[config.mk]
export PLATFORM = sky130hd
export DESIGN_NAME = ser_frame_tx
export DESIGN_NICKNAME = d
export VERILOG_FILES = /design/src/rtl/ser_pkg.sv /design/src/rtl/ser_bit_timer.sv /design/src/rtl/ser_frame_tx.sv
export SDC_FILE = /design/constraint.sdc
export NUM_CORES = 1
export LEC_CHECK = 0
export ABC_AREA = 1
export CAP_MARGIN = 20
export CORE_UTILIZATION = 50
export DETAILED_ROUTE_END_ITERATION = 8
export GPL_ROUTABILITY_DRIVEN = 0
export PLACE_DENSITY = 0.75
export SYNTH_ARGS = -nofsm -noshare
export SYNTH_HDL_FRONTEND = slang
export SYNTH_HIERARCHICAL = 1
export SYNTH_SLANG_ARGS = --single-unit
[constraint.sdc]
create_clock -name clk -period 3.1 [get_ports clk]
set_input_delay 0.93 -clock clk [delete_from_list [all_inputs] [get_ports clk]]
set_output_delay 0.93 -clock clk [all_outputs]
set_load 0.03 [all_outputs]
[src/rtl/ser_pkg.sv]
// Constants and types shared by both ends of the serial link.
package ser_pkg;

  localparam logic [6:0] PREAMBLE = 7'b0111110;
  localparam int         PRE_LEN  = 7;
  localparam logic       IDLE_LVL = 1'b1;

  typedef enum logic [1:0] {IDLE, PRE, DATA, GAP} tx_state_t;

  function automatic int max3(input int a, input int b, input int c);
    int m;
    m = (a > b) ? a : b;
    return (m > c) ? m : c;
  endfunction

endpackage

[src/rtl/ser_bit_timer.sv]
// Bit-time divider: tick marks the last clk of each bit time, counted from en rising.
module ser_bit_timer #(
  parameter int CLKS_PER_BIT = 1
) (
  input  logic clk,
  input  logic rst,
  input  logic en,
  output logic tick
);

  localparam int                CNT_W    = $clog2(CLKS_PER_BIT + 1);
  localparam logic [CNT_W-1:0]  CNT_LAST = CNT_W'(CLKS_PER_BIT - 1);

  logic [CNT_W-1:0] cnt_q, cnt_d;

  // Held at zero while disabled, so every enable starts a fresh bit time.
  always_comb begin
    cnt_d = cnt_q;
    if (!en || cnt_q == CNT_LAST) cnt_d = '0;
    else                          cnt_d = cnt_q + 1'b1;
  end

  always_ff @(posedge clk or posedge rst) begin
    if (rst) cnt_q <= '0;
    else     cnt_q <= cnt_d;
  end

  assign tick = (CLKS_PER_BIT == 1) ? 1'b1 : (en && cnt_q == CNT_LAST);

endmodule

[src/rtl/ser_frame_tx.sv]
// Serial frame transmitter: 7-bit start marker, DATA_W payload bits, then forced idle gap.
// Handshake: a word is taken on a rising clk edge where tx_valid && tx_ready; tx_ready is high only in IDLE.
module ser_frame_tx
  import ser_pkg::*;
#(
  parameter int DATA_W       = 8,
  parameter int CLKS_PER_BIT = 1,
  parameter int GAP_BITS     = 2,
  parameter int MSB_FIRST    = 1
) (
  input  logic              clk,
  input  logic              rst,
  input  logic              tx_valid,
  output logic              tx_ready,
  input  logic [DATA_W-1:0] data_in,
  output logic              serOut,
  output logic              busy,
  output logic              done,
  output tx_state_t         dbg_state
);

  localparam int IDX_W = $clog2(max3(PRE_LEN, DATA_W, GAP_BITS) + 1);
  localparam logic [IDX_W-1:0] PRE_LAST  = IDX_W'(PRE_LEN - 1);
  localparam logic [IDX_W-1:0] DATA_LAST = IDX_W'(DATA_W - 1);
  localparam logic [IDX_W-1:0] GAP_LAST  = IDX_W'(GAP_BITS - 1);

  tx_state_t         state_q, state_d;
  logic [IDX_W-1:0]  idx_q, idx_d;
  logic [DATA_W-1:0] shift_q, shift_d;
  logic              ser_out_q, ser_out_d;
  logic              bit_tick;
  logic [2:0]        pre_pos;

  function automatic logic head_bit(input logic [DATA_W-1:0] v);
    return (MSB_FIRST != 0) ? v[DATA_W-1] : v[0];
  endfunction

  function automatic logic [DATA_W-1:0] advance(input logic [DATA_W-1:0] v);
    return (MSB_FIRST != 0) ? (v << 1) : (v >> 1);
  endfunction

  ser_bit_timer #(.CLKS_PER_BIT(CLKS_PER_BIT)) u_timer (
    .clk  (clk),
    .rst  (rst),
    .en   (busy),
    .tick (bit_tick)
  );

  // serOut is registered, so each branch loads the bit for the coming bit time.
  assign pre_pos = 3'(PRE_LEN - 2) - idx_q[2:0];

  always_comb begin
    state_d   = state_q;
    idx_d     = idx_q;
    shift_d   = shift_q;
    ser_out_d = ser_out_q;
    done      = 1'b0;
    case (state_q)
      IDLE: begin
        ser_out_d = IDLE_LVL;
        if (tx_valid) begin
          state_d   = PRE;
          idx_d     = '0;
          shift_d   = data_in;
          ser_out_d = PREAMBLE[PRE_LEN-1];
        end
      end
      PRE: begin
        if (bit_tick) begin
          if (idx_q == PRE_LAST) begin
            state_d   = DATA;
            idx_d     = '0;
            ser_out_d = head_bit(shift_q);
          end else begin
            idx_d     = idx_q + 1'b1;
            ser_out_d = PREAMBLE[pre_pos];
          end
        end
      end
      DATA: begin
        if (bit_tick) begin
          if (idx_q == DATA_LAST) begin
            done      = 1'b1;
            state_d   = GAP;
            idx_d     = '0;
            ser_out_d = IDLE_LVL;
          end else begin
            shift_d   = advance(shift_q);
            idx_d     = idx_q + 1'b1;
            ser_out_d = head_bit(advance(shift_q));
          end
        end
      end
      GAP: begin
        ser_out_d = IDLE_LVL;
        if (bit_tick) begin
          if (idx_q == GAP_LAST) begin
            state_d = IDLE;
            idx_d   = '0;
          end else begin
            idx_d = idx_q + 1'b1;
          end
        end
      end
      default: begin
        state_d   = IDLE;
        idx_d     = '0;
        ser_out_d = IDLE_LVL;
      end
    endcase
  end

  always_ff @(posedge clk or posedge rst) begin
    if (rst) begin
      state_q   <= IDLE;
      idx_q     <= '0;
      shift_q   <= '0;
      ser_out_q <= IDLE_LVL;
    end else begin
      state_q   <= state_d;
      idx_q     <= idx_d;
      shift_q   <= shift_d;
      ser_out_q <= ser_out_d;
    end
  end

  assign tx_ready  = (state_q == IDLE);
  assign busy      = (state_q != IDLE);
  assign serOut    = ser_out_q;
  assign dbg_state = state_q;

endmodule

==> run_results.csv <==
group,metric,value,unit
yosys,syn_inst,130,
global_route,grt_max_degree,17,
sta,period_share,0.919,
drt,wl_per_cell,11.4,um
worst_setup_path,cp_slowest_cell,"clkdlybuf4s50_1",
yosys,synth_edf_count,0,
clock_network,cts_buffers,3,
sta,fmax,0.351,GHz
floorplan,core,1980,um2
yosys,synth-adder-area-share,0.106,
yosys,synth_cell_types,27,
placed_design,port_buffers,16,
yosys,netlist_area,1060,um2
drt,drt_pass1_iterations,4,
drt,viasPerCell,4.90,
clock_network,root_buffer,"clkbuf_4",
layout,utilization,0.632,
floorplan,rows,16,
sta,tns,0,ps
layout,finalNetCount,169,
sta,setup_ws,252,ps
pwr,seq_power_share,0.281,
worst_setup_path,worst-r2r-setup-slack,1120,ps
yosys,ys_async_sr_fraction,1.00,
worst_setup_path,cp_slowest_stage_delay,670,ps
yosys,ys_seq_elements,15,
clock_network,numClockSinks,15,
global_route,grt_pass1_wl,3.24,mm
yosys,synthSimpleGateAreaFrac,0.262,
sta,worst_pin_slew,877,ps
yosys,synth-main-ff-cell,"dfrtp_1",
yosys,syn-num-nets,150,
pwr,power.share.clock,0.087,
global_route,grt-ovfl-total,0,
global_route,antenna_found_initial,0,
placed_design,hpwl,1.59,mm
hold_path,min_path_type,"register to register",
yosys,avgSynthCellArea,8.14,um2
sta,report.final.hold_viol_count,0,
yosys,muxShareOfSynthArea,0.0567,
outcome,status,"finished, final reports clean",
sta,finalMaxSlewViolations,0,
yosys,synth_xor_area_frac,0.00827,
worst_setup_path,crit_chain,"inv_1, ha_1, nand4_2, nor2_1, clkdlybuf4s50_1",
worst_setup_path,crit_required,2170,ps
clock_network,postCtsSetupBuffers,0,
sta,timing.slew.headroom,0.414,
pwr,p_switching,0.000610,W
worst_setup_path,worstSetupStartpointType,"register",
layout,antenna_cells,0,
worst_setup_path,cp-end-kind,"output pin",
global_route,grt_usage,0.204,
sta,holdWs,496,ps
run,maxCapViolCount,0,
layout,area_growth,18.3,%
drt,drt_first_iter_violations,16,
clock_network,cts-resized-gates,0,
layout,finalInstanceArea,1250,um2
placed_design,placed_cell_area,1230,um2
sta,setup_violations,0,
layout,layout-drive-gt1-share,0.149,
yosys,yosysSeqAreaShare,0.356,
clock_network,cts_buffer_depth,2,
drt,drt_wl_total,1.99,mm
floorplan,chipHeight,48.0,um
clock_network,h-tree-depth,1,
yosys,synth_compound_area_frac,0.118,
yosys,synth_area_leaders,"dfrtp_1 (33%), nand2_1 (15%), ha_1 (11%)",
placed_design,pre_cts_ws,543,ps
sta,period_minus_slack,2850,ps
worst_setup_path,critPathMaxFanout,5,
pwr,p_int,0.000647,W
floorplan,die_w,48.0,um
pwr,power_density,1000,nW/um2
clock_network,clk_pin_slew_worst_paths,90,ps
pwr,power.leakage,0.650,nW
clock_network,cts_tree,"yes",
yosys,yosysTopAreaCell,"dfrtp_1",
drt,ant_nets,0,
pwr,pwr-share-comb,0.632,
worst_setup_path,cp.arrival,1920,ps
drt,route.detailed.drc,0,
floorplan,start_util,0.534,
clock_network,clk_latency,280,ps
pwr,vdd_drop_max,0.577,mV
yosys,yosysTopAreaCellShare,0.331,
floorplan,ios,17,
pwr,swShare,0.485,
drt,vias,857,
floorplan,die_area,2300,um2
global_route,grt_pass1_vias,797,
clock_network,holdBufCountCts,0,
sta,rsz0062_at_grt,"no",
worst_setup_path,critPathKind,"register to output pin",
yosys,synth_warnings,6,
yosys,synth_top_family_by_area,"simple AND/OR/NAND/NOR gates",
sta,fin_skew,5.33,ps
## layout make-up
type                    count  area, um2
repair buffers             17        168
well taps                  27       33.8
inverters                  16       60.1
fillers                   177        729
clock buffers               4       26.3
multi-input cells          96        588
flip-flops and latches     15        377
## power groups by stage
stage | clock network (W) | registers, W | logic [W]
final | 0.000109 | 0.000353 | 0.000794
after global routing | 0.000120 | 0.000369 | 0.000892
after CTS | 0.000114 | 0.000354 | 0.000802
after detailed placement | 0 | 0.000358 | 0.000797
after global placement | 0 | 0.000351 | 0.000779
after floorplan | 0 | 0.000384 | 0.000599
## synthesized netlist by cell type (2+ instances only)
cell	instances
nand2_1	41
inv_1	15
dfrtp_1	14
ha_1	9
o21ai_2	8
nand3_1	7
mux2i_1	6
nor2_1	4
o21ai_0	4
a21oi_1	3
nand2_2	2
or2_2	2
## per-layer routing
metal | up-vias | track usage | wire (um)
met5 | - | 0 | 0
met4 | 0 | 0.100 | 14
met3 | 2 | 0.0264 | 69
met2 | 19 | 0.346 | 1020
met1 | 385 | 0.253 | 886
li1 | 451 | - | -
## sequential cells by signal, indices dropped and copies added (netlist names)
register,count
shift_q,8
idx_q,4
dbg_state,2
serOut,1
## worst paths after layout
check / startpoint / to / depth (start not counted)
setup / recovery: dbg_state[0] / done / 5
hold / removal: shift_q[7] / shift_q[7] / 2
setup reg to reg: dbg_state[0] / shift_q[3] / 6
hold reg to reg: shift_q[7] / shift_q[7] / 2
max in group asynchronous: rst / serOut / 2
min in group asynchronous: rst / shift_q[2] / 2
## cells in the final DEF (no fill, tap or decap), types with 2 or more instances in the layout
cell type / Yosys / final
a21oi_1: 3 / 3
clkbuf_4: 0 / 3
clkdlybuf4s50_1: 0 / 16
dfrtp_1: 14 / 14
ha_1: 9 / 9
inv_1: 15 / 15
mux2i_1: 6 / 6
nand2_1: 41 / 41
nand2_2: 2 / 2
nand3_1: 7 / 7
nor2_1: 4 / 4
o21ai_0: 4 / 4
o21ai_2: 8 / 8
or2_2: 2 / 2
## per-stage QoR
stage                     power [W]  cells
after floorplan            0.000982    130
after global placement      0.00113    171
after detailed placement    0.00115    171
after CTS                   0.00127    175
after global routing        0.00138    175
final                       0.00126    175
## critical path, delay by kind of cell, from the launching register on
family        cells  cell delay, ps
simple gates      2             250
flops             1             420
fa+ha+maj         1             190
buf+inv           2             790
## cell families (layout without fill, tap and decap cells)
family / after synthesis / after routing
AND/OR/NAND/NOR: 62 / 62
buffers and inverters: 19 / 37
AO/OA/AOI/OAI: 17 / 17
flip-flops: 15 / 15
adder cells (fa/ha/maj): 9 / 9
multiplexers: 6 / 6
other: 1 / 1
XOR/XNOR: 1 / 1
(Power assumes the default switching activity.)
